**src/rtl/mlp_pkg.sv**
```systemverilog
// mlp_pkg: neuron FSM states, default widths and accumulator width derivation
package mlp_pkg;
  typedef enum logic [1:0] {IDLE, MAC, ACT, HOLD} state_t;
  localparam int N_IN_DEF  = 4;
  localparam int IN_W_DEF  = 8;
  localparam int W_W_DEF   = 8;
  localparam int OUT_W_DEF = 10;
  function automatic int acc_width(int in_w, int w_w, int n_in);
    return in_w + w_w + $clog2(n_in) + 1;
  endfunction
endpackage

```
**src/rtl/neuron_mac_unit.sv**
```systemverilog
// neuron_mac_unit: signed MAC (ports clk/rst, clr, load with bias, en adds a*b, acc out)
module neuron_mac_unit import mlp_pkg::*; #(
  parameter int IN_W  = IN_W_DEF,
  parameter int W_W   = W_W_DEF,
  parameter int ACC_W = 19
) (
  input  logic                    clk,
  input  logic                    rst,
  input  logic                    clr,
  input  logic                    load,
  input  logic                    en,
  input  logic signed [W_W-1:0]   bias,
  input  logic signed [IN_W-1:0]  a,
  input  logic signed [W_W-1:0]   b,
  output logic signed [ACC_W-1:0] acc
);
  logic signed [IN_W+W_W-1:0] prod;
  logic signed [ACC_W-1:0] acc_q, acc_d;
  assign prod = a * b;
  assign acc  = acc_q;
  always_comb
    acc_d = clr  ? '0 :
            load ? {{(ACC_W-W_W){bias[W_W-1]}}, bias} :
            en   ? acc_q + {{(ACC_W-IN_W-W_W){prod[IN_W+W_W-1]}}, prod} : acc_q;
  always_ff @(posedge clk)
    if (rst) acc_q <= '0;
    else acc_q <= acc_d;
endmodule

```
**src/rtl/neuron_mac.sv**
```systemverilog
// neuron_mac: N_IN-input neuron (in_valid/in_ready/in_data/weights/bias in, out_valid/out_ready/out_data out, busy); NEURON_RELU_EN selects ReLU else linear clamp
module neuron_mac import mlp_pkg::*; #(
  parameter int N_IN  = N_IN_DEF,
  parameter int IN_W  = IN_W_DEF,
  parameter int W_W   = W_W_DEF,
  parameter int OUT_W = OUT_W_DEF
) (
  input  logic                 clk,
  input  logic                 rst,
  input  logic                 in_valid,
  output logic                 in_ready,
  input  logic [N_IN*IN_W-1:0] in_data,
  input  logic [N_IN*W_W-1:0]  weights,
  input  logic [W_W-1:0]       bias,
  output logic                 out_valid,
  input  logic                 out_ready,
  output logic [OUT_W-1:0]     out_data,
  output logic                 busy
);
  localparam int ACC_W = acc_width(IN_W, W_W, N_IN);
  localparam int IDX_W = $clog2(N_IN);
  localparam logic [IDX_W-1:0] LAST = IDX_W'(N_IN - 1);
`ifdef NEURON_RELU_EN
  localparam logic signed [ACC_W-1:0] SAT_HI = ACC_W'(2 ** OUT_W - 1);
`else
  localparam logic signed [ACC_W-1:0] SAT_HI = ACC_W'(2 ** (OUT_W - 1) - 1);
  localparam logic signed [ACC_W-1:0] SAT_LO = ACC_W'(-(2 ** (OUT_W - 1)));
`endif
  state_t state_q, state_d;
  logic [N_IN*IN_W-1:0] in_q, in_d;
  logic [N_IN*W_W-1:0] w_q, w_d;
  logic [IDX_W-1:0] idx_q, idx_d;
  logic [OUT_W-1:0] out_q, out_d, act_val;
  logic signed [ACC_W-1:0] acc;
  logic accept, done;
  assign accept    = in_valid && state_q == IDLE;
  assign done      = out_ready && state_q == HOLD;
  assign in_ready  = state_q == IDLE;
  assign out_valid = state_q == HOLD;
  assign busy      = state_q != IDLE;
  assign out_data  = out_q;
`ifdef NEURON_RELU_EN
  assign act_val = acc <= 0 ? '0 : acc > SAT_HI ? SAT_HI[OUT_W-1:0] : acc[OUT_W-1:0];
`else
  assign act_val = acc > SAT_HI ? SAT_HI[OUT_W-1:0] :
                   acc < SAT_LO ? SAT_LO[OUT_W-1:0] : acc[OUT_W-1:0];
`endif
  always_comb begin
    state_d = state_q;
    in_d    = in_q;
    w_d     = w_q;
    idx_d   = idx_q;
    out_d   = out_q;
    case (state_q)
      IDLE: if (in_valid) begin
        in_d    = in_data;
        w_d     = weights;
        idx_d   = '0;
        state_d = MAC;
      end
      MAC: begin
        idx_d   = idx_q == LAST ? '0 : idx_q + 1'b1;
        state_d = idx_q == LAST ? ACT : MAC;
      end
      ACT: begin
        out_d   = act_val;
        state_d = HOLD;
      end
      HOLD: state_d = out_ready ? IDLE : HOLD;
      default: state_d = IDLE;
    endcase
  end
  always_ff @(posedge clk)
    if (rst) begin
      state_q <= IDLE;
      in_q    <= '0;
      w_q     <= '0;
      idx_q   <= '0;
      out_q   <= '0;
    end else begin
      state_q <= state_d;
      in_q    <= in_d;
      w_q     <= w_d;
      idx_q   <= idx_d;
      out_q   <= out_d;
    end
  neuron_mac_unit #(.IN_W(IN_W), .W_W(W_W), .ACC_W(ACC_W)) u_mac (
    .clk  (clk),
    .rst  (rst),
    .clr  (done),
    .load (accept),
    .en   (state_q == MAC),
    .bias (bias),
    .a    (in_q[idx_q*IN_W +: IN_W]),
    .b    (w_q[idx_q*W_W +: W_W]),
    .acc  (acc)
  );
endmodule

```
**config.mk**
```make
export PLATFORM = sky130hd
export DESIGN_NAME = neuron_mac
export DESIGN_NICKNAME = d
export VERILOG_FILES = /design/src/rtl/mlp_pkg.sv /design/src/rtl/neuron_mac_unit.sv /design/src/rtl/neuron_mac.sv
export SDC_FILE = /design/constraint.sdc
export NUM_CORES = 1
export LEC_CHECK = 0
export ABC_AREA = 1
export CAP_MARGIN = 20
export CORE_MARGIN = 2
export CORE_UTILIZATION = 30
export CTS_BUF_LIST = sky130_fd_sc_hd__clkbuf_16
export DETAILED_ROUTE_END_ITERATION = 16
export GPL_TIMING_DRIVEN = 0
export PLACE_DENSITY = 0.49
export SLEW_MARGIN = 20
export SYNTH_ARGS = -nofsm -noshare
export SYNTH_HDL_FRONTEND = slang
export SYNTH_SLANG_ARGS = --single-unit
```
**constraint.sdc**
```tcl
create_clock -name clk -period 7.1 [get_ports clk]
set_input_delay 1.065 -clock clk [delete_from_list [all_inputs] [get_ports clk]]
set_output_delay 1.065 -clock clk [all_outputs]
set_load 0.01 [all_outputs]
```
==> PnR_summary.wiki, run 1 <==
{| class="wikitable"
! Metric !! Value
|-
| Measured slew at the worst slew-check pin || 0.809 ns
|-
| Fraction of the cycle the final worst path needs || 0.923
|-
| Routability-driven placement congestion ratio || between 0.8 and 0.9
|-
| Type of the setup path with the least slack || flop to flop
|-
| Cell at the root of the clock tree || clkbuf_16
|-
| Critical Path Start Type || flop
|-
| GR met3 Demand/Resource || 0.0246
|-
| Max Root-Sink Buffers || 2
|-
| CTS H-tree lvls || 3
|-
| Highest attainable clock frequency || 0.153 GHz
|-
| Headroom to the max-slew limit || 0.453
|-
| Slowest cell on the critical path || fa_2
|-
| Width of the die || around 160 um
|-
| Total number of nets in the final design || ~1300
|-
| Floorplan die area || roughly 27000 um2
|-
| Post-CTS Setup Bufs || 0
|-
| Worst Setup Slack post-DPL || 0.179 ns
|-
| Fin crit period || about 6.6 ns
|-
| Per-cell routed wire length || between 10 and 15 um
|-
| Peak ir drop on the vdd network || 0.134 mV
|-
| Flip-flop and latch count after synthesis || 97
|-
| GR Util All Layers || 0.168
|-
| Netlist cell types || 43
|-
| Starting density of the core || 0.303
|-
| Most prevalent standard cell on the critical path || nand2_1
|-
| Via count of the first global-routing pass || around 7000
|-
| Syn-to-layout area delta || 21.6%
|-
| Clock sinks || 97
|-
| Count of endpoints failing hold in the final timing report || 0
|-
| Netlist Area Pre-Place || 7590 um2
|-
| Maximum number of pins on one net before global-route repair || 21
|-
| Total gr overflow || 0
|-
| Number of buffers added on ports || roughly 90
|-
| Total DRC errors in the routed layout || 0
|-
| TritonCTS Buffers || 9
|-
| Register area share after synthesis || 0.256
|-
| Worst EP required || around 7.4 ns
|-
| Boundary Pins || 89
|-
| Hpwl dp || between 15000 and 20000 um
|-
| Total number of placement rows || 58
|-
| Most Used Layer, Global Route || met2
|-
| Ratio of total power to cell area || about 270 nW/um2
|-
| Filler-free cell count of the finished design || roughly 1500
|-
| Vias after detailed routing || slightly below 7000
|-
| Status || finished clean
|-
| Final number of max-transition violations || 0
|-
| Proportion of layout cells with a drive suffix above 1 || 0.0623
|-
| Clock transition at the registers of the reported paths || about 0.09 ns
|-
| Top area cells in the synthesized netlist || dfxtp_1, fa_1, nor2_1
|-
| Setup skew after layout || 0.0176 ns
|-
| Avg Inst Size Synth || ~7.1 um2
|-
| Number of buffers inserted by hold repair at cts || 0
|-
| Violation count after the first detailed-route iteration || roughly 360
|-
| Wire length of the first global-routing pass || about 35000 um
|-
| Unrepaired setup endpoints after global routing || false
|-
| Global Route met2 Usage || 0.287
|-
| Class of the tightest hold or removal check || flop to flop
|-
| Average via count per standard cell || approximately 4.6
|-
| Synthesized netlist net count || ~1200
|-
| Clock tree from TritonCTS || done
|-
| Total core area || 25000 um2
|-
| Area share of the leading cell type in the synthesized netlist || 0.256
|-
| Latest clock arrival within the worst-skew pair || approximately 0.36 ns
|-
| PnR worst setup slack || between 0.5 and 0.6 ns
|-
| Detailed Routing Iterations Pass 1 || 5
|-
| Crit end category || flop
|-
| Static leakage || a little over 0.004 uW
|-
| Final setup vio count || 0
|-
| Data arrival time of the worst path || 6.82 ns
|-
| Largest incremental delay on the critical path || ~0.64 ns
|-
| Highest net fanout along the worst path || 10
|-
| Placed instance count || ~1500
|-
| Number of standard cells after synthesis || between 1000 and 1500
|-
| Die span in y || around 160 um
|-
| Initial antenna violation count || 0
|-
| Number of antenna repair diodes || 0
|-
| Max capacitance violation total || 0
|-
| Total negative slack for setup checks || 0 ns
|-
| Number of routed nets with antenna violations || 0
|-
| Met1 routing resource usage after global routing || 0.220
|-
| Number of warnings issued by yosys || 0
|-
| Post-synthesis cell type with the largest combined area || dfxtp_1
|-
| Overall routed net length || approximately 21000 um
|}
==> state kept, by name (all words and copies together), names as in the netlist <==
| register | count |
|---|---|
| u_mac.acc | 19 |
| out_data | 10 |
| idx_q | 2 |
| in_q | 32 |
| state_q | 2 |
| w_q | 32 |
==> per-layer routing <==
metal	vias to the layer above	share of wire
met5	-	0
met4	0	0.024
met3	35	0.036
met2	136	0.46
met1	3129	0.48
li1	3604	-
==> repair_timing <==
item | in CTS | in global routing
endpoints found under the hold margin | 0 | 0
endpoints found under the setup margin | 0 | 6
resized for setup | 0 | 14
==> where the power goes <==
part           internal [uW]  switching (uW)
Clock                    252             261
Combinational            506             823
Sequential               603            52.5
Total                   1360            1140
==> worst max-delay path: cells and delay by family (launching register included) <==
family / cells / cell delay (ns)
compound gates: 7 / 0.89
xor+xnor: 1 / 0.22
fa+ha+maj: 6 / 2.94
buf+inv: 8 / 0.98
flops: 1 / 0.34
simple gates: 10 / 1.06
==> cell type report <==
| type | instances | area (um2) |
|---|---|---|
| fillers | 2718 | 15800 |
| multi-input cells | 783 | 4920 |
| flip-flops and latches | 97 | 1940 |
| repair buffers | 88 | 881 |
| inverters | 148 | 559 |
| well taps | 330 | 413 |
| clock buffers | 9 | 225 |
| plain buffers | 39 | 213 |
| clock inverters | 7 | 85.1 |
==> cells by family (layout without fill, tap and decap cells) <==
group / count (synthesis) / after routing / synth area share
buffers and inverters: 187 / 291 / 0.101
AND/OR/NAND/NOR: 446 / 446 / 0.237
AO/OA/AOI/OAI: 217 / 217 / 0.159
adder cells (fa/ha/maj): 106 / 106 / 0.230
flip-flops: 97 / 97 / 0.256
XOR/XNOR: 14 / 14 / 0.0161
==> layout by cell type (no fill, tap or decap), types with 9 or more instances in the layout <==
cell / instances
a21oi_1: 69
o21ai_0: 102
dfxtp_1: 97
nand2_1: 178
clkbuf_16: 9
ha_1: 49
inv_1: 136
clkbuf_1: 14
buf_2: 12
buf_4: 9
nand3_1: 30
clkdlybuf4s50_1: 88
fa_1: 55
a32oi_1: 10
nor2_1: 207
==> cell usage after synthesis <==
| cell | n |
|---|---|
| nand2_1 | 178 |
| a32oi_1 | 13 |
| a21oi_2 | 4 |
| nand4_1 | 6 |
| a32o_1 | 3 |
| nor2_1 | 210 |
| inv_4 | 1 |
| nor4_1 | 1 |
| or2_1 | 3 |
| clkinv_1 | 2 |
| fa_1 | 56 |
| nand3_1 | 30 |
| o21ai_0 | 102 |
| nor2_2 | 1 |
| or2_2 | 1 |
| nand2_4 | 1 |
| nand3b_1 | 2 |
| o21bai_1 | 2 |
| inv_2 | 6 |
| o211ai_1 | 2 |
| buf_4 | 9 |
| a41oi_1 | 1 |
| o21a_1 | 2 |
| o21ai_1 | 7 |
| o21ai_2 | 1 |
| clkbuf_1 | 16 |
| dfxtp_1 | 97 |
| xor2_1 | 6 |
| a21boi_2 | 1 |
| nor2_8 | 1 |
| ha_1 | 50 |
| a21o_1 | 2 |
| buf_6 | 2 |
| nand2_2 | 2 |
| buf_2 | 12 |
| nor3_1 | 8 |
| nor2_4 | 2 |
| inv_1 | 138 |
| a31oi_1 | 7 |
| clkinv_2 | 1 |
| a21oi_1 | 69 |
| xnor2_1 | 8 |
| a21boi_1 | 1 |
==> per-stage QoR <==
stage                     hold slack [ns]  total power (uW)  instance area, um2   util
final                               0.467              2500                9240  0.369
after global routing                0.481              2740                9240  0.369
after CTS                           0.471              2510                9200  0.367
after detailed placement            0.458              1990                8890  0.355
after global placement              0.456              2000                8890  0.355
after floorplan                     0.455              1650                7590      -
==> final timing paths <==
kind / from / to / slack, ns / cells past startpoint
worst max-delay path: idx_q[0] / u_mac.acc[17] / 0.55 / 32
worst min register to register: out_data[6] / out_data[6] / 0.47 / 2
worst max register to register: idx_q[0] / u_mac.acc[17] / 0.55 / 32
worst min-delay path: out_data[6] / out_data[6] / 0.47 / 2
Note: power is estimated with default switching activity, not from simulation.
==> run 2: changes to the inputs <==
SKIP_CTS_REPAIR_TIMING = 1   (was default)
==> results of run 2 <==
Final layout, timing and power as in run 1 (identical DEF).
